File: src/rtl/control_unit.sv
// Multicycle RISC-V control unit: Moore FSM plus combinational ALU/immediate decode.
// Optional CONTROL_UNIT_BNE_EN: the BEQ state also resolves bne (funct3=001).
module control_unit (
    input  logic       clk,
    input  logic       reset,
    input  logic [6:0] op,
    input  logic [2:0] funct3,
    input  logic       funct7b5,
    input  logic       Zero,
    output logic [1:0] ImmSrc,
    output logic [1:0] ALUSrcA,
    output logic [1:0] ALUSrcB,
    output logic [1:0] ResultSrc,
    output logic       AdrSrc,
    output logic [2:0] ALUControl,
    output logic       IRWrite,
    output logic       PCWrite,
    output logic       RegWrite,
    output logic       MemWrite
);
    localparam logic [6:0] OP_LW  = 7'b0000011;
    localparam logic [6:0] OP_SW  = 7'b0100011;
    localparam logic [6:0] OP_R   = 7'b0110011;
    localparam logic [6:0] OP_I   = 7'b0010011;
    localparam logic [6:0] OP_BEQ = 7'b1100011;
    localparam logic [6:0] OP_JAL = 7'b1101111;

    typedef enum logic [3:0] {
        FETCH, DECODE, MEMADR, MEMREAD, MEMWB, MEMWRITE,
        EXECUTER, EXECUTEI, ALUWB, BEQ, JAL
    } state_t;

    state_t     state, state_next, cur;
    logic [1:0] alu_op;
    logic       branch, pc_update, taken;

    always_ff @(posedge clk) begin
        if (!reset) state <= FETCH;
        else        state <= state_next;
    end

    // While reset is low the outputs already show FETCH, even before the first edge.
    assign cur = reset ? state : FETCH;

    always_comb begin
        state_next = FETCH;
        ALUSrcA    = 2'b00;
        ALUSrcB    = 2'b00;
        ResultSrc  = 2'b00;
        AdrSrc     = 1'b0;
        IRWrite    = 1'b0;
        RegWrite   = 1'b0;
        MemWrite   = 1'b0;
        alu_op     = 2'b00;
        branch     = 1'b0;
        pc_update  = 1'b0;
        case (cur)
            FETCH: begin
                state_next = DECODE;
                IRWrite    = 1'b1;
                ALUSrcB    = 2'b10;
                ResultSrc  = 2'b10;
                pc_update  = 1'b1;
            end
            DECODE: begin
                ALUSrcA = 2'b01;
                ALUSrcB = 2'b01;
                case (op)
                    OP_LW, OP_SW: state_next = MEMADR;
                    OP_R:         state_next = EXECUTER;
                    OP_I:         state_next = EXECUTEI;
                    OP_BEQ:       state_next = BEQ;
                    OP_JAL:       state_next = JAL;
                    default:      state_next = FETCH;
                endcase
            end
            MEMADR: begin
                ALUSrcA = 2'b10;
                ALUSrcB = 2'b01;
                if (op == OP_LW)      state_next = MEMREAD;
                else if (op == OP_SW) state_next = MEMWRITE;
            end
            MEMREAD: begin
                state_next = MEMWB;
                AdrSrc     = 1'b1;
            end
            MEMWB: begin
                ResultSrc = 2'b01;
                RegWrite  = 1'b1;
            end
            MEMWRITE: begin
                AdrSrc   = 1'b1;
                MemWrite = 1'b1;
            end
            EXECUTER: begin
                state_next = ALUWB;
                ALUSrcA    = 2'b10;
                alu_op     = 2'b10;
            end
            EXECUTEI: begin
                state_next = ALUWB;
                ALUSrcA    = 2'b10;
                ALUSrcB    = 2'b01;
                alu_op     = 2'b10;
            end
            ALUWB: RegWrite = 1'b1;
            BEQ: begin
                ALUSrcA = 2'b10;
                alu_op  = 2'b01;
                branch  = 1'b1;
            end
            JAL: begin
                state_next = ALUWB;
                ALUSrcA    = 2'b01;
                ALUSrcB    = 2'b10;
                pc_update  = 1'b1;
            end
            default: state_next = FETCH;
        endcase
    end

`ifdef CONTROL_UNIT_BNE_EN
    assign taken = (funct3 == 3'b001) ? ~Zero : Zero;
`else
    assign taken = Zero;
`endif
    assign PCWrite = pc_update | (branch & taken);

    always_comb begin
        case (op)
            OP_SW:   ImmSrc = 2'b01;
            OP_BEQ:  ImmSrc = 2'b10;
            OP_JAL:  ImmSrc = 2'b11;
            default: ImmSrc = 2'b00;
        endcase
    end

    always_comb begin
        ALUControl = 3'b000;
        case (alu_op)
            2'b01: ALUControl = 3'b001;
            2'b10: begin
                case (funct3)
                    3'b000:  ALUControl = (op[5] & funct7b5) ? 3'b001 : 3'b000;
                    3'b010:  ALUControl = 3'b101;
                    3'b110:  ALUControl = 3'b011;
                    3'b111:  ALUControl = 3'b010;
                    default: ALUControl = 3'b000;
                endcase
            end
            default: ALUControl = 3'b000;
        endcase
    end
endmodule

File: config.mk
export PLATFORM = sky130hd
export DESIGN_NAME = control_unit
export DESIGN_NICKNAME = d
export VERILOG_FILES = /design/src/rtl/control_unit.sv
export SDC_FILE = /design/constraint.sdc
export NUM_CORES = 1
export LEC_CHECK = 0
export ABC_AREA = 1
export CAP_MARGIN = 20
export CELL_PAD_IN_SITES_DETAIL_PLACEMENT = 2
export CELL_PAD_IN_SITES_GLOBAL_PLACEMENT = 2
export CORE_UTILIZATION = 16
export CTS_BUF_LIST = sky130_fd_sc_hd__clkbuf_8
export DETAILED_ROUTE_END_ITERATION = 16
export GPL_TIMING_DRIVEN = 0
export PLACE_DENSITY_LB_ADDON = 0.05
export SETUP_SLACK_MARGIN = 0.4
export SYNTH_ARGS = -nofsm -noshare
export SYNTH_HDL_FRONTEND = slang
export SYNTH_SLANG_ARGS = --single-unit
File: constraint.sdc
create_clock -name clk -period 1.7 [get_ports clk]
set_clock_uncertainty 0.15 [all_clocks]
set_input_delay 0.17 -clock clk [delete_from_list [all_inputs] [get_ports clk]]
set_output_delay 0.17 -clock clk [all_outputs]
set_load 0.005 [all_outputs]
==> Word level (Yosys, flattened, before mapping) <==
Index checks and enable logic that the tools add are counted.
{ "totals": {"ram_bits": 0, "out_inout_bits": 16, "wordCells": 55, "memories": 0, "latch_bits": 0, "rom_bits": 0, "reg_bits": 4} }
{ "classes": {"n_div": 0, "bitwise_logic": 3, "eq_ne": 21, "order_cmp": 0, "multipliers": 0, "reduce_logical": 11, "n_mux": 19, "addsub": 0, "shifts": 0} }
{ "ops": {"columns": ["op", "count"], "rows": [
  ["$pmux W4 S5", 2],
  ["$eq A4 B3 Y1 const B", 4],
  ["$pmux W2 S2", 4],
  ["$eq A7 B6 Y1 const B", 2],
  ["$eq A7 B7 Y1 const B", 2],
  ["$eq A4 B4 Y1 const B", 3],
  ["$pmux W3 S4", 1],
  ["$reduce_or A2 Y1", 6],
  ["$eq A4 B2 Y1 const B", 2],
  ["$eq A7 B2 Y1 const B", 1],
  ["$eq A7 B5 Y1 const B", 1],
  ["$mux W1", 7],
  ["$eq A3 B3 Y1 const B", 2],
  ["$mux W3", 2],
  ["$pmux W2 S3", 1],
  ["$pmux W3 S2", 1],
  ["$reduce_or A3 Y1", 2],
  ["$eq A4 B1 Y1 const B", 1],
  ["$logic_not A4 Y1", 1],
  ["$mux W4", 1],
  ["$reduce_or A4 Y1", 1],
  ["$eq A3 B2 Y1 const B", 1],
  ["$logic_not A3 Y1", 1],
  ["$and A1 B1 Y1", 2],
  ["3 further kinds", 3]
]} }

==> Longest topological paths before layout <==
Gate-level depths: netlist (run 1).
{ "logic_depth": {"depth_word": 6, "depth_mapped": 8, "mapped_depth_nobuf": 8} }

==> Least setup slack after synthesis (run 1) <==
Ideal clock, no wire load.
{ "synth_timing": {"path_kind": "register to output", "from": "register state[2]", "to": "output port ALUControl[0]", "stages_incl_launch_ff": 7, "setup_slack_ns": 0.019, "required_ns": 1.380, "arrival_time_ns": 1.361, "cell_sequence": "dfxtp_1 > nor3_2 > nand2_2 > ha_1 > nor2_1 > nand2_1 > o221ai_1"} }
{ "synth_via": {"elab_chain_cells": 6, "elab_cells_between_ends": 9, "classes_between": "5 x eq/ne; 3 x mux; 1 x reduce/logical"} }
{ "synth_rtl": {"columns": ["item", "line", "rtl"], "rows": [
  ["start: declaration", "33", "state_t state, state_next, cur;"],
  ["start signal: assignment", "39", "else state <= state_next;"],
  ["$mux W4 *", "43", "assign cur = reset ? state : FETCH;"],
  ["$eq A4 B3 Y1", "57", "case (cur)"],
  ["$reduce_or A2 Y1 (no source line)", null, null],
  ["$pmux W2 S2 *", "57", null],
  ["$eq A2 B2 Y1 or $eq A2 B1 Y1 (tied branches)", "140", "case (alu_op)"],
  ["$pmux W3 S2 *", "140", null],
  ["end: declaration", "15", "output logic [2:0] ALUControl,"]
]} }
Every way passes the cells marked *; elsewhere a longest branch is shown, timed or not.

==> Worst setup path in the final report (run 1) <==
{ "layout_timing": {"from": "register state[1]", "to": "output port ALUSrcB[1]"} }
{ "layout_via": {"elab_chain_cells": 4, "elab_cells_between_ends": 9, "classes_between": "4 x eq/ne; 2 x mux; 3 x reduce/logical"} }
{ "layout_rtl": {"columns": ["item", "line", "rtl"], "rows": [
  ["$mux W4 *", "43", null],
  ["$eq A4 B2 Y1 (tied with other cells)", "57", null],
  ["$reduce_or A3 Y1 (no source line) or $reduce_or A2 Y1 (tied branches)", null, null],
  ["$pmux W2 S2 *", "57", null],
  ["end: declaration", "12", "output logic [1:0] ALUSrcB,"]
]} }
Marked as above.

==> results.sh, run 1 <==
export IMPL_crit_fanout=5
export IMPL_synth_fp_nets=105
export IMPL_clkTransAtPathRegs_ps=30
export IMPL_leakagePower_nw=0.734
export IMPL_drt_initial_drc_count=12
export IMPL_dpl_hpwl_um=1500
export IMPL_hp_class="primary input to flip-flop"
export IMPL_drv_slew=0
export IMPL_cp_start_kind="flip-flop"
export IMPL_cts_sinks=4
export IMPL_grt_max_degree=6
export IMPL_yosysSeqAreaShare_pct=15.5
export IMPL_grt_pass1_wl_um=4820
export IMPL_post_place_cells=162
export IMPL_nets=188
export IMPL_hold_buffers=0
export IMPL_setup_slack_ps=-293
export IMPL_path_cells="nand2_2, nor2_4, nand2_1, nand2_1, clkdlybuf4s50_1"
export IMPL_max_slew_margin_pct=85.4
export IMPL_clkLatencyLatePin_ps=220
export IMPL_setup_tns_ps=-1810
export IMPL_min_period_ps=1990
export IMPL_io_pins=30
export IMPL_grtUsageTotal_pct=19.3
export IMPL_critical_path_class="flip-flop to output pin"
export IMPL_peakVddDrop_mv=0.181
export IMPL_path_common_cell="nand2_1"
export IMPL_r2r_end="state[0]"
export IMPL_cp_top_family="simple AND/OR/NAND/NOR gates"
export IMPL_syn_area_per_cell_um2=5.82
export IMPL_netlist_area_um2=518
export IMPL_die_w_um=58.9
export IMPL_drtAntennaViolNets=0
export IMPL_cts_htree_levels=1
export IMPL_cts_buffer_depth=2
export IMPL_setup_violations_final=9
export IMPL_row_count=20
export IMPL_syn_inst=89
export IMPL_ys_warn_count=0
export IMPL_cp_arrival_ps=1670
export IMPL_worst_pin_slew_ps=220
export IMPL_cts_buffers=3
export IMPL_clock_fmax_ghz=0.502
export IMPL_viasPerCell=4.23
export IMPL_antenna_cells=0
export IMPL_rsz0062_at_grt="yes"
export IMPL_finalWirelength_um=3600
export IMPL_start_util_pct=17.0
export IMPL_finalCritPeriodShare_pct=117
export IMPL_drcViolationCount=0
export IMPL_antenna_found_initial=0
export IMPL_largest_reg_flops=4
export IMPL_hold_violations=0
export IMPL_slowest_delay_ps=490
export IMPL_gr_total_overflow=0
export IMPL_fp_dieH_um=58.9
export IMPL_core_um2=3050
export IMPL_r2r_start="state[1]"
export IMPL_cts_tree="yes"
export IMPL_path_buf_inv=1
export IMPL_drive_gt1_share_pct=74.7
export IMPL_power_density_nw_per_um2=324
export IMPL_cp_data_required_time_ps=1380
export IMPL_max_cap_violations=0
export IMPL_gp_congestion=0.711
export IMPL_cp_depth=5
export IMPL_reg2reg_depth=11
export IMPL_top_register="state"
export IMPL_reg2reg_slack_ps=-20
export IMPL_violations="negative setup slack"
export IMPL_holdWs_ps=95.3
export IMPL_wire_per_inst_um=16.8
export IMPL_cp_endpoint="ALUSrcB[1]"
export IMPL_slowest_stage="clkdlybuf4s50_1"
export IMPL_numPortBuffers=29
export IMPL_total_power_uw=487
export IMPL_fin_cells=214
export IMPL_end_kind="output pin"
export IMPL_cts_root_buf="clkbuf_8"
export IMPL_dieArea_um2=3470
export IMPL_reg_top3="state x4"
export IMPL_crit_start="state[1]"
export IMPL_grt_pass1_vias=960
export IMPL_ys_types=22
export IMPL_status="finished with violations"
export IMPL_preCtsSetupSlack_ps=-979
export IMPL_ys_seq_elements=4
export IMPL_area_growth_pct=190
export IMPL_vias=905
export IMPL_dr_pass1_iters=2
-- per-layer routing --
layer  track usage (%)  routed length, um
met2              39.1               2250
met3              1.76                 89
met5                 0                  0
met1              20.4               1190
met4              6.12                 68
-- cells in the mapped netlist (all sizes together) --
cell,n,area share [%]
nand2,26,20
inv,19,14
nor2,15,19
nand3,8,7.7
a21oi,5,5.6
dfxtp,4,15
ha,2,4.8
nand4,2,2.4
nor3,2,2.9
o21ai,2,2.7
buf,1,1.4
clkinv,1,0.97
o211ai,1,1.4
o221ai,1,1.7
-- worst min-delay path by stage --
stage / cells after the start / from / endpoint / slack (ps)
final: 3 / op[5] / state[2] / 100
after global routing: 3 / op[5] / state[2] / 110
after CTS: 3 / op[5] / state[2] / 100
after detailed placement: 2 / state[1] / state[2] / 530
after global placement: 2 / state[1] / state[2] / 510
after floorplan: 2 / op[5] / state[2] / 150
-- layout by cell type (no fill, tap or decap), types with 2 or more instances in the layout --
cell type	Yosys	layout
buf_6	0	29
buf_4	1	25
nand2_1	23	14
buf_2	0	12
inv_1	15	9
nor2_4	2	8
nand2_2	3	8
inv_2	4	6
clkdlybuf4s50_1	0	6
clkbuf_2	0	5
nand2_4	0	4
nor2_1	8	4
dfxtp_4	0	4
inv_4	0	3
nand3_4	0	3
a21oi_2	1	3
nand3_2	0	3
clkbuf_8	0	3
nor2_2	4	2
nand4_1	2	2
a21oi_1	4	2
nand3_1	8	2
-- metrics by stage --
stage / utilization (%) / cell area (um2)
4_1_cts: 44.9 / 1370
3_3_place_gp: 30.0 / 916
2_1_floorplan: - / 571
6_report: 49.2 / 1500
3_5_place_dp: 30.0 / 916
5_1_grt: 49.2 / 1500
-- worst reg2reg max path: cells and delay by family (launching register included) --
family / cells / cell delay, ps
buffers and inverters: 6 / 630
AO/OA/AOI/OAI: 1 / 60
flip-flops: 1 / 400
AND/OR/NAND/NOR: 4 / 360
-- power breakdown --
part	total, mW	switching, mW	internal, mW	leakage [nW]
clock	0.207	0.0558	0.152	0.0216
sequential	0.0948	0.00294	0.0919	0.0355
combinational	0.185	0.0816	0.103	0.677
total	0.487	0.140	0.347	0.734
-- kinds of logic (layout without fill, tap and decap cells) --
| kind of cell | count (synthesis) | in the layout | synth area share, % |
|---|---|---|---|
| AOI/OAI and AO/OA | 9 | 9 | 11.4 |
| buffers and inverters | 21 | 102 | 16.2 |
| adders and majority gates | 2 | 2 | 4.83 |
| DFF | 4 | 4 | 15.5 |
| and+or+nand+nor | 53 | 53 | 52.2 |
-- final cells by class --
cell class | instances | area, um2
plain buffers | 1 | 11.3
clock buffers | 3 | 41.3
fillers | 333 | 1550
inverters | 20 | 92.6
multi-input cells | 64 | 534
flip-flops and latches | 4 | 95.1
well taps | 44 | 55.1
repair buffers | 78 | 673
-- timing repair --
action	in CTS	in global routing
resized for setup	122	42
buffers inserted	42	7
endpoints found under the setup margin	20	20
pin swaps	22	12
endpoints found under the hold margin	0	0
(Power assumes the default switching activity.)
==> run 2: changes to the inputs <==
--- a/config.mk
+++ b/config.mk
@@ -11,6 +11,7 @@
 export CELL_PAD_IN_SITES_GLOBAL_PLACEMENT = 2
 export CORE_UTILIZATION = 16
 export CTS_BUF_LIST = sky130_fd_sc_hd__clkbuf_8
+export CTS_CLUSTER_DIAMETER = 100
 export DETAILED_ROUTE_END_ITERATION = 16
 export GPL_TIMING_DRIVEN = 0
 export PLACE_DENSITY_LB_ADDON = 0.05
==> results of run 2 <==
Same layout as run 1: the final DEF is identical, and so are final timing and power.
==> run 3: changes to the inputs <==
--- a/config.mk
+++ b/config.mk
@@ -15,7 +15,6 @@
 export DETAILED_ROUTE_END_ITERATION = 16
 export GPL_TIMING_DRIVEN = 0
 export PLACE_DENSITY_LB_ADDON = 0.05
-export SETUP_SLACK_MARGIN = 0.4
 export SYNTH_ARGS = -nofsm -noshare
 export SYNTH_HDL_FRONTEND = slang
 export SYNTH_SLANG_ARGS = --single-unit
==> results.sh, run 3 (same netlist as run 1, synthesis figures left out) <==
export IMPL_clkTransAtPathRegs_ps=30
export IMPL_cp_depth=8
export IMPL_critical_path_class="flip-flop to output pin"
export IMPL_status="finished with violations"
export IMPL_grtUsageTotal_pct=13.1
export IMPL_grt_pass1_wl_um=3450
export IMPL_io_pins=30
export IMPL_cts_buffers=3
export IMPL_antenna_cells=0
export IMPL_violations="negative setup slack"
export IMPL_hold_buffers=0
export IMPL_drv_slew=0
export IMPL_r2r_end="state[0]"
export IMPL_cts_sinks=4
export IMPL_crit_start="state[2]"
export IMPL_clock_fmax_ghz=0.503
export IMPL_cts_tree="yes"
export IMPL_start_util_pct=17.0
export IMPL_path_cells="nor3_4, nand2_2, ha_4, nor2_4, buf_6, nand4_1, o221ai_2, buf_2"
export IMPL_slowest_stage="dfxtp_4"
export IMPL_finalWirelength_um=2120
export IMPL_vias=744
export IMPL_dieArea_um2=3470
export IMPL_clkLatencyLatePin_ps=220
export IMPL_wire_per_inst_um=11.5
export IMPL_hold_violations=0
export IMPL_row_count=20
export IMPL_antenna_found_initial=0
export IMPL_dpl_hpwl_um=1510
export IMPL_reg2reg_depth=7
export IMPL_cp_start_kind="flip-flop"
export IMPL_rsz0062_at_grt="yes"
export IMPL_cp_endpoint="ALUControl[0]"
export IMPL_max_cap_violations=0
export IMPL_grt_pass1_vias=792
export IMPL_fp_dieH_um=58.9
export IMPL_slowest_delay_ps=360
export IMPL_setup_tns_ps=-1240
export IMPL_drtAntennaViolNets=0
export IMPL_viasPerCell=4.04
export IMPL_preCtsSetupSlack_ps=-1190
export IMPL_cts_htree_levels=1
export IMPL_total_power_uw=403
export IMPL_reg_top3="state x4"
export IMPL_fillCellCount=378
export IMPL_peakVddDrop_mv=0.161
export IMPL_max_slew_margin_pct=84.6
export IMPL_mostFrequentLayoutCell="buf_4"
export IMPL_largest_reg_flops=4
export IMPL_cp_arrival_ps=1670
export IMPL_setup_violations_final=6
export IMPL_finalCritPeriodShare_pct=117
export IMPL_worst_pin_slew_ps=230
export IMPL_numPortBuffers=29
export IMPL_die_w_um=58.9
export IMPL_drive_gt1_share_pct=53.6
export IMPL_setup_slack_ps=-286
export IMPL_top_register="state"
export IMPL_reg2reg_slack_ps=390
export IMPL_hp_class="primary input to flip-flop"
export IMPL_nets=158
export IMPL_cp_data_required_time_ps=1380
export IMPL_final_cell_mix="buf_4, nand2_1, inv_1, nand2_2, clkdlybuf4s50_1"
export IMPL_path_buf_inv=2
export IMPL_crit_fanout=3
export IMPL_cp_top_family="simple AND/OR/NAND/NOR gates"
export IMPL_leakagePower_nw=0.590
export IMPL_r2r_start="state[3]"
export IMPL_area_growth_pct=122
export IMPL_drt_initial_drc_count=7
export IMPL_cts_root_buf="clkbuf_8"
export IMPL_drcViolationCount=0
export IMPL_dr_pass1_iters=3
export IMPL_min_period_ps=1990
export IMPL_cts_buffer_depth=2
export IMPL_end_kind="output pin"
export IMPL_gp_congestion=0.699
export IMPL_grt_max_degree=7
export IMPL_core_um2=3050
export IMPL_power_density_nw_per_um2=351
export IMPL_gr_total_overflow=0
-- run 3: cell count changes in the layout (fill, tap and decap cells not counted), sizes merged --
cell and delta:
clkbuf -1, clkdlybuf4s50 +1, dlygate4sd2 +6, buf -41, dlymetal6s2s +5
-- run 3: cell type report --
type	count	area, um2	area share, %
Multi-Input combinational cell	64	474	41.3
Timing Repair Buffer	48	393	34.2
Sequential cell	4	92.6	8.06
Inverter	20	85.1	7.41
Tap cell	44	55.1	4.79
Clock buffer	3	41.3	3.59
Buffer	1	7.51	0.654
-- run 3: worst min-delay path: stages --
cell and delay (ps):
clkbuf_2 160, nand2_1 70, nand3_1 80
-- run 3: metrics by stage --
| stage | area [um2] | hold WS [ps] | util, % | instances |
|---|---|---|---|---|
| 2_1_floorplan | 518 | 144 | - | 89 |
| 3_3_place_gp | 863 | 513 | 28.3 | 162 |
| 3_5_place_dp | 863 | 519 | 28.3 | 162 |
| 4_1_cts | 1110 | 262 | 36.3 | 181 |
| 5_1_grt | 1150 | 195 | 37.6 | 184 |
| 6_report | 1150 | 147 | 37.6 | 184 |
-- run 3: metal layers --
layer | vias up | global-route usage (%) | wire length [um]
met5 | - | 0 | 0
met4 | 0 | 4.76 | 0
met3 | 0 | 1.54 | 82
met2 | 17 | 26.0 | 1270
met1 | 347 | 13.8 | 761
li1 | 380 | - | -
-- run 3: power breakdown --
part / internal, mW / switching [mW] / total [mW]
logic: 0.0532 / 0.0511 / 0.104
registers: 0.0934 / 0.00333 / 0.0968
clock network: 0.151 / 0.0506 / 0.202
-- run 3: worst min path at each step --
stage | startpoint | cells after the start | to
3_5_place_dp | state[1] | 2 | state[2]
2_1_floorplan | reset | 2 | state[0]
4_1_cts | reset | 3 | state[0]
3_3_place_gp | state[1] | 2 | state[2]
6_report | op[5] | 3 | state[2]
5_1_grt | op[5] | 3 | state[2]
-- run 3: timing repair --
item	4_1_cts	5_1_grt
endpoints found under the setup margin	16	14
setup buffers	18	3
pin swaps	13	13
gates resized for setup	68	23
gates cloned	0	0
